**src/rtl/pwm_pkg.sv**
```systemverilog
// Shared types and constants for the PWM dead-time insertion stage.
// Latency: n/a (types only).
// Backpressure: n/a; the stage is free-running with no flow control.
//
// Contents:
//   DtCntDwDefault : default width of the per-channel dead-time counter.
//   dt_state_e     : per-channel output FSM state.
//   is_dead_band   : true for the two guard-band states.
package pwm_pkg;

    localparam int DtCntDwDefault = 8;

    typedef enum logic [2:0] {
        DT_OFF  = 3'd0,   // both sides off (reset, fault, disabled)
        DT_HS   = 3'd1,   // high side driven
        DT_LS   = 3'd2,   // low side driven
        DT_DB_H = 3'd3,   // guard band, heading to high side
        DT_DB_L = 3'd4    // guard band, heading to low side
    } dt_state_e;

    function automatic logic is_dead_band(input dt_state_e s);
        return (s == DT_DB_H) || (s == DT_DB_L);
    endfunction

endpackage

```
**src/rtl/pwm_deadtime_chan.sv**
```systemverilog
// One channel of dead-time insertion: FSM, guard-band counter, output registers.
// Latency: 1 cycle from registered pwm to outputs (outputs decode the next state).
// Backpressure: none; fault and disable force OFF on the next edge.
//
// Ports:
//   clk_core_i, rst_core_i : core clock, synchronous active-high reset
//   pwm_q_i                : PWM level, already registered by the top
//   enable_i, fault_i      : channel enable, global kill
//   dead_time_i            : guard band length in cycles, sampled only on counter load
//   hs_o, ls_o, dt_active_o: registered high-side / low-side / in-guard-band
module pwm_deadtime_chan
    import pwm_pkg::*;
#(
    parameter int DtCntDw = DtCntDwDefault
) (
    input  logic               clk_core_i,
    input  logic               rst_core_i,
    input  logic               pwm_q_i,
    input  logic               enable_i,
    input  logic               fault_i,
    input  logic [DtCntDw-1:0] dead_time_i,
    output logic               hs_o,
    output logic               ls_o,
    output logic               dt_active_o
);

    localparam logic [DtCntDw-1:0] CntOne = {{(DtCntDw-1){1'b0}}, 1'b1};

    dt_state_e          state_q, state_d;
    logic [DtCntDw-1:0] cnt_q, cnt_d;
    logic               dt_zero;
    logic [DtCntDw-1:0] dt_load;

    // The band state itself counts as one cycle, so the counter is loaded
    // with dead_time-1 and the exit happens on the cycle it reads 0. That
    // gives exactly dead_time both-low cycles. A zero dead time skips the
    // band entirely.
    assign dt_zero = (dead_time_i == '0);
    assign dt_load = dt_zero ? '0 : (dead_time_i - CntOne);

    always_comb begin
        state_d = state_q;
        cnt_d   = cnt_q;
        if (fault_i || !enable_i) begin
            state_d = DT_OFF;
            cnt_d   = '0;
        end else begin
            case (state_q)
                DT_OFF: begin
                    // Leaving OFF always passes through a full guard band.
                    if (pwm_q_i) begin
                        state_d = dt_zero ? DT_HS : DT_DB_H;
                    end else begin
                        state_d = dt_zero ? DT_LS : DT_DB_L;
                    end
                    cnt_d = dt_load;
                end
                DT_LS: begin
                    if (pwm_q_i) begin
                        state_d = dt_zero ? DT_HS : DT_DB_H;
                        cnt_d   = dt_load;
                    end
                end
                DT_HS: begin
                    if (!pwm_q_i) begin
                        state_d = dt_zero ? DT_LS : DT_DB_L;
                        cnt_d   = dt_load;
                    end
                end
                DT_DB_H: begin
                    // Falling back to the side just vacated is safe: the
                    // target side was never driven during this band.
                    if (!pwm_q_i) begin
                        state_d = DT_LS;
                        cnt_d   = '0;
                    end else if (cnt_q == '0) begin
                        state_d = DT_HS;
                    end else begin
                        cnt_d = cnt_q - CntOne;
                    end
                end
                DT_DB_L: begin
                    if (pwm_q_i) begin
                        state_d = DT_HS;
                        cnt_d   = '0;
                    end else if (cnt_q == '0) begin
                        state_d = DT_LS;
                    end else begin
                        cnt_d = cnt_q - CntOne;
                    end
                end
                default: begin
                    state_d = DT_OFF;
                    cnt_d   = '0;
                end
            endcase
        end
    end

    // Outputs are decoded from the next state so they move on the same edge
    // as the state register; HS and LS are mutually exclusive by construction.
    always_ff @(posedge clk_core_i) begin
        if (rst_core_i) begin
            state_q     <= DT_OFF;
            cnt_q       <= '0;
            hs_o        <= 1'b0;
            ls_o        <= 1'b0;
            dt_active_o <= 1'b0;
        end else begin
            state_q     <= state_d;
            cnt_q       <= cnt_d;
            hs_o        <= (state_d == DT_HS);
            ls_o        <= (state_d == DT_LS);
            dt_active_o <= is_dead_band(state_d);
        end
    end

endmodule

```
**src/rtl/pwm_deadtime.sv**
```systemverilog
// Dead-time insertion: turns NOutputs PWM waveforms into non-overlapping HS/LS pairs.
// Latency: 2 cycles pwm_i edge to first output change (input reg + state reg).
// Backpressure: none; fault_i or a dropped enable turns outputs off one cycle later.
//
// Ports:
//   clk_core_i, rst_core_i : core clock, synchronous active-high reset
//   pwm_i                  : PWM waveforms, one bit per channel
//   enable_i               : per-channel enable
//   dead_time_i            : channel c at [c*DtCntDw +: DtCntDw]
//   fault_i                : global kill
//   hs_o, ls_o             : high-side / low-side drives
//   dt_active_o            : channel currently inside a guard band
module pwm_deadtime
    import pwm_pkg::*;
#(
    parameter int NOutputs = 6,
    parameter int DtCntDw  = DtCntDwDefault
) (
    input  logic                        clk_core_i,
    input  logic                        rst_core_i,
    input  logic [NOutputs-1:0]         pwm_i,
    input  logic [NOutputs-1:0]         enable_i,
    input  logic [NOutputs*DtCntDw-1:0] dead_time_i,
    input  logic                        fault_i,
    output logic [NOutputs-1:0]         hs_o,
    output logic [NOutputs-1:0]         ls_o,
    output logic [NOutputs-1:0]         dt_active_o
);

    logic [NOutputs-1:0] pwm_q;

    always_ff @(posedge clk_core_i) begin
        if (rst_core_i) begin
            pwm_q <= '0;
        end else begin
            pwm_q <= pwm_i;
        end
    end

    for (genvar c = 0; c < NOutputs; c++) begin : g_chan
        pwm_deadtime_chan #(
            .DtCntDw (DtCntDw)
        ) u_chan (
            .clk_core_i  (clk_core_i),
            .rst_core_i  (rst_core_i),
            .pwm_q_i     (pwm_q[c]),
            .enable_i    (enable_i[c]),
            .fault_i     (fault_i),
            .dead_time_i (dead_time_i[c*DtCntDw +: DtCntDw]),
            .hs_o        (hs_o[c]),
            .ls_o        (ls_o[c]),
            .dt_active_o (dt_active_o[c])
        );
    end

endmodule

```
**config.mk**
```make
export PLATFORM = sky130hd
export DESIGN_NAME = pwm_deadtime
export DESIGN_NICKNAME = d
export VERILOG_FILES = /design/src/rtl/pwm_pkg.sv /design/src/rtl/pwm_deadtime_chan.sv /design/src/rtl/pwm_deadtime.sv
export SDC_FILE = /design/constraint.sdc
export NUM_CORES = 1
export LEC_CHECK = 0
export BUFFER_PORTS_ARGS = -buffer_cell sky130_fd_sc_hd__buf_2
export CELL_PAD_IN_SITES_DETAIL_PLACEMENT = 1
export CELL_PAD_IN_SITES_GLOBAL_PLACEMENT = 2
export CORE_MARGIN = 3
export CORE_UTILIZATION = 35
export DETAILED_ROUTE_END_ITERATION = 7
export PLACE_DENSITY_LB_ADDON = 0.2
export SETUP_SLACK_MARGIN = 0.5
export SLEW_MARGIN = 20
export SYNTH_ARGS = -nofsm -noshare
export SYNTH_HDL_FRONTEND = slang
export SYNTH_SLANG_ARGS = --single-unit
```
**constraint.sdc**
```tcl
create_clock -name clk_core_i -period 2.75 [get_ports clk_core_i]
set_input_delay 0.275 -clock clk_core_i [delete_from_list [all_inputs] [get_ports clk_core_i]]
set_output_delay 0.275 -clock clk_core_i [all_outputs]
set_load 0.1 [all_outputs]
```
# --- Word level (Yosys, flattened, before mapping) ---
# Index checks and enable logic that the tools add are counted.
totals:
  register_bits: 90
  latchBits: 0
  mem_bits_rw: 0
  rom_bits: 0
  in_bits: 63
  output_inout_bits: 18
  word_cells: 259
  memories: 0
classes:
  addsub: 12
  multipliers: 0
  n_div: 0
  order_cmp: 0
  eq_ne: 60
  n_shift: 0
  mux: 108
  bitwise: 0
  reduce_logical: 48
op_table:
  columns: ["op", "count"]
  rows:
  - ["8-bit 2-to-1 mux", 36]
  - ["8-bit one-hot mux with 5 select lines", 6]
  - ["3-bit 2-to-1 mux", 54]
  - ["8-bit logical NOT", 12]
  - ["8-bit by 1-bit subtractor with 8-bit output (second input constant)", 12]
  - ["3-bit one-hot mux with 5 select lines", 6]
  - ["3-bit by 2-bit equality test with 1-bit output (second input constant)", 24]
  - ["3-bit by 1-bit equality test with 1-bit output (second input constant)", 12]
  - ["3-bit equality test (second input constant)", 12]
  - ["2-bit inequality test (second input constant)", 12]
  - ["3-bit logical NOT", 6]
  - ["1-bit logical OR", 12]
  - ["2-bit 2-to-1 mux", 6]
  - ["2-bit AND reduction", 6]
  - ["2-bit OR reduction", 6]
  - ["1-bit logical NOT", 6]

# --- Longest topological paths before layout ---
logic_depth:
  ltp_word: 7
  depth_mapped: 9
  ltp_nobuf: 9

# --- Cells and area by module ---
# From an unflattened synthesis, not the netlist that was laid out.
unflattened:
  cells_unflattened: 810
  area_unflattened_um2: 7208.2
by_module_without_submodules:
  columns: ["module", "instances", "cells_per_inst", "area_each_um2", "seq_area_each_um2"]
  rows:
  - ["pwm_deadtime_chan (g_chan[1].u_chan ...)", 4, 134, 1216.2, 280.3]
  - ["pwm_deadtime_chan (g_chan[5].u_chan)", 1, 135, 1126.1, 280.3]
  - ["pwm_deadtime_chan (g_chan[0].u_chan)", 1, 127, 1059.8, 280.3]
  - ["pwm_deadtime", 1, 12, 157.7, 120.1]

# --- Least setup slack after synthesis ---
# OpenSTA, ideal clock, no wires.
synth_path:
  path_type: "input port to flip-flop"
  start: "input port dead_time_i[24]"
  end: "register g_chan[3].u_chan.hs_o"
  setup_ps: 116
  t_arrival_ps: 2281
  t_required_ps: 2634
  path_slack_ps: 353
  path_stages: 9
  n_path_buf: 0
  cell_sequence: "inv_1 -> ha_1 -> or3b_2 -> or2_2 -> ha_1 -> nor2_1 -> a2111oi_0 -> a2111oi_2 -> and3_1"
synth_between:
  elab_chain_cells: 6
  elab_cells_between_ends: 9
  classes_between: "1 x eq/ne; 7 x mux; 1 x reduce/logical"
synth_lines:
  columns: ["element", "line", "text"]
  rows:
  - ["start, declared", "pwm_deadtime.sv:23", "input logic [NOutputs*DtCntDw-1:0] dead_time_i,"]
  - ["8-bit logical NOT (*)", "pwm_deadtime_chan.sv:38", "assign dt_zero = (dead_time_i == '0);"]
  - ["3-bit 2-to-1 mux / 2-bit 2-to-1 mux (equally long branches)", null, null]
  - ["3-bit 2-to-1 mux (on tied branches)", "pwm_deadtime_chan.sv:65, pwm_deadtime_chan.sv:51, pwm_deadtime_chan.sv:59", null]
  - ["3-bit one-hot mux with 5 select lines (*)", "pwm_deadtime_chan.sv:48", "case (state_q)"]
  - ["3-bit 2-to-1 mux (*)", "pwm_deadtime_chan.sv:44", "if (fault_i || !enable_i) begin"]
  - ["3-bit by 1-bit equality test with 1-bit output (*)", "pwm_deadtime_chan.sv:112", "hs_o <= (state_d == DT_HS);"]
  - ["end signal, assigned", "pwm_deadtime_chan.sv:112", null]
  - ["end, declared", "pwm_deadtime_chan.sv:22", "output logic hs_o,"]
# Mark *: on every way between the ends. The rest lies on a longest branch, timed or not.
# A chain may end at the register's enable or synchronous reset.

# --- Final worst setup path ---
layout_path:
  start: "input port dead_time_i[24]"
  end: "register g_chan[3].u_chan.ls_o"
layout_between:
  elab_chain_cells: 6
  elab_cells_between_ends: 9
  classes_between: "1 x eq/ne; 7 x mux; 1 x reduce/logical"
layout_lines:
  columns: ["element", "line", "text"]
  rows:
  - ["8-bit logical NOT (*)", "pwm_deadtime_chan.sv:38", null]
  - ["3-bit 2-to-1 mux / 2-bit 2-to-1 mux (equally long branches)", null, null]
  - ["3-bit 2-to-1 mux (on tied branches)", "pwm_deadtime_chan.sv:65, pwm_deadtime_chan.sv:51, pwm_deadtime_chan.sv:59", null]
  - ["3-bit one-hot mux with 5 select lines (*)", "pwm_deadtime_chan.sv:48", null]
  - ["3-bit 2-to-1 mux (*)", "pwm_deadtime_chan.sv:44", null]
  - ["3-bit by 2-bit equality test with 1-bit output (*)", "pwm_deadtime_chan.sv:113", "ls_o <= (state_d == DT_LS);"]
  - ["end signal, assigned", "pwm_deadtime_chan.sv:113", null]
  - ["end, declared", "pwm_deadtime_chan.sv:23", "output logic ls_o,"]
# Marked as above.

==> results.md <==
- CP delay by family, top: simple AND/OR/NAND/NOR gates
- I/O pin count: 81
- Row cnt: between 40 and 50
- FF+latch count, synth: 90
- Critical path buffers and inverters: 2
- Max-slew violation count: 0
- GRT Overall Usage: ~18%
- Crit path arrival time: 2.41 ns
- Post-synth EDFFs: 0
- Ys flop type: dfxtp_1
- Initial Util: between 30 and 40%
- Launch point of the worst path: dead_time_i[24]
- Comb pwr share: 21.0%
- CP max stage delay: 0.47 ns
- Die area: between 15000 and 20000 µm²
- Post-route minimum period: approximately 2.2 ns
- First-pass DRT Iterations: 4
- Dpl hpwl: roughly 14 mm
- Slew at the pin closest to its max-slew limit: approximately 0.72 ns
- Pin count of the biggest net entering global routing: 17
- Core Area: about 18000 µm²
- Yosys top cell area share: ~28%
- Worst slew margin: between 50% and 60%
- Asr flop ratio synth: 0%
- Most numerous cell in the Yosys netlist: dfxtp_1
- Post-synthesis net count: 863
- RSZ-0062 raised after global routing: yes
- Layout Nets: about 930
- Status: complete, no violations
- Final Non-Filler Cells: 1064
- PwrDens: about 450 nW/µm²
- Yosys warning total: 0
- IO buf count: 80
- Clock Power Share: 36.3%
- Max cap viols: 0
- Peak VDD IR: ~0.31 mV
- Vias per inst: 5.68
- Achievable Freq: approximately 460 MHz
- Final Setup Violations: 0
- Pre-CTS setup slack: 0.213 ns
- Worst EP required: 3.01 ns
- Final count of hold timing violations: 0
- GP Congestion: around 0.84
- Sequential share of power: a little over two fifths
- Root Buffer: clkbuf_16
- Avg Synthesized Cell Area: just over 8 µm²
- Worst hold path type: in2reg
- Total grt overflow: 0
- DRC violations left: 0
- CTS tree: yes
- TritonCTS Buffers: 9
- Critical-path cell list: buf_2, inv_1, ha_1, or3b_2, or2_4, ha_1, nor2_1, a2111oi_2, a2111oi_4, nor3_1
- Post-detailed-route wirelength per cell: about 17 µm
- Initial antenna violation count: 0
- Skew-Pair Late Insertion Delay: 0.34 ns
- RR Startpoint: g_chan[2].u_chan.state_q[2]
- Placed cell areas: a little under 7000 µm²
- Seq/Total Area, Yosys: between 20% and 30%
- CP max FO: 4
- Final WL: 18.3 mm
- Crit. End Element: register
- DR vias: slightly above 6000
- Clk pin slew, worst setup/hold paths: roughly 0.07 ns
- Vias in the first global route: slightly above 6000
- Post-route design area: 7290 µm²
- Cell Area, Synth: between 6000 and 7000 µm²
- Gate Count Post-Synth: 770
- Starting DRT DRC Count: between 200 and 300
- Worst R2R End: g_chan[2].u_chan.cnt_q[4]
- Die W: around 140 µm
- Layout cells sized above 1: between 10% and 20%
- Global-route wire length before repair: around 30 mm
- Clk sinks: 90
- Final Cycle Share: roughly four fifths
- Critical Path Stages: 10
- Placed cell count: about 1000
- WS Path Type: in2reg
- Clk buf depth: 2
- Switch share: between 30% and 40%
- CTS Hold Bufs: 0
- Antenna Nets Post-Route: 0
- Crit path launch type: primary input
- Psw: about 1 mW
- ANT cells: 0
- H-tree levels: 3
- Clock Skew: 0.00692 ns
- Number of distinct library cells after synthesis: just over 70
- Worst setup margin: between 0.5 and 0.6 ns
- Commonest cells in the netlist: dfxtp_1, nor2_1, nand2_1, xnor2_1, o22ai_1
- Area Overhead vs Synth: 14.7%
- Static Leak: 2.92 nW
- Reg2Reg Setup Slack: 0.61 ns
- Power Internal: ~2.3 mW
- Reg2reg path depth: 5
- Critical path endpoint: g_chan[3].u_chan.ls_o
- Dominant cell type by area after synthesis: dfxtp_1
- Crit path top cell by count: ha_1
- Final setup TNS: 0 ns
- Die height: ~140 µm
- Crit path max-delay cell type: or3b_2
- Top post-synthesis cells by area: dfxtp_1, ha_1, xnor2_1
==> cells in the final DEF (no fill, tap or decap), types with 16 or more instances in the layout <==
cell,synthesis,routed
a22oi_1,18,18
buf_2,3,80
dfxtp_1,90,89
ha_1,30,30
inv_1,35,35
nand2_1,59,59
nand3_1,23,23
nor2_1,67,67
nor3_1,23,23
nor3b_1,26,23
nor4b_1,18,16
o21ai_0,29,29
o22ai_1,40,38
xnor2_1,42,42
==> sequential cells by signal (all words and copies together), names as in the netlist <==
signal,cells
g_chan.u_chan.cnt_q,48
g_chan.u_chan.hs_o,6
g_chan.u_chan.dt_active_o,6
g_chan.u_chan.state_q,18
g_chan.u_chan.ls_o,6
pwm_q,6
==> power groups by stage <==
stage / clock [mW] / combinational, mW / sequential [mW]
3_5_place_dp: 0 / 0.681 / 1.44
3_3_place_gp: 0 / 0.658 / 1.43
4_1_cts: 1.24 / 0.686 / 1.41
6_report: 1.20 / 0.692 / 1.41
5_1_grt: 1.31 / 0.767 / 1.42
2_1_floorplan: 0 / 0.502 / 1.40
==> through the flow <==
stage,power (mW),hold WS (ns),util [%]
5_1_grt,3.49,0.125,41.6
6_report,3.30,0.141,41.6
2_1_floorplan,1.90,0.347,-
3_3_place_gp,2.09,0.482,39.5
4_1_cts,3.34,0.131,41.1
3_5_place_dp,2.12,0.493,39.5
==> logic make-up (layout without fill, tap and decap cells) <==
logic type               count (synthesis)  count (layout)  share of synthesized area, %
buffers and inverters                   77             146                          5.79
AND/OR/NAND/NOR                        310             310                          27.7
adder cells (fa/ha/maj)                 30              30                          5.91
XOR/XNOR                                57              57                          7.86
multiplexers                            16              16                          2.58
flip-flops                              90              90                          28.4
AO/OA/AOI/OAI                          190             190                          21.8
==> worst min-delay path by stage <==
stage	start	cells after the start	end
finish	pwm_i[0]	2	pwm_q[0]
CTS	pwm_i[3]	2	pwm_q[3]
floorplan	rst_core_i	1	pwm_q[0]
global placement	pwm_i[3]	2	pwm_q[3]
global route	pwm_i[3]	2	pwm_q[3]
detailed placement	pwm_i[0]	2	pwm_q[0]
==> timing repair <==
item,in CTS,in global routing
endpoints found under the setup margin,0,22
buffers inserted,0,0
resized for setup,0,12
==> worst reg2reg max path, stage by stage (launching register included) <==
cell	delay (ns)
dfxtp_1	0.54
nor4b_2	0.45
a21o_1	0.25
nand2_1	0.20
o21ai_0	0.41
a32o_1	0.24
==> layout make-up <==
type,instances,area [µm²]
repair buffers,95,513
clock buffers,10,239
well taps,225,282
inverters,35,131
flip-flops and latches,90,1800
multi-input cells,603,4270
clock inverters,6,46.3
fillers,2136,10200
==> per-layer routing <==
metal | up-vias | part of all wire (%) | global-route usage [%]
met5 | - | 0 | 0
met4 | 0 | 1.2 | 4.33
met3 | 18 | 2.9 | 2.78
met2 | 96 | 50 | 31.5
met1 | 2938 | 46 | 23.2
li1 | 2994 | - | -
Power figures use the tool's default switching activity.
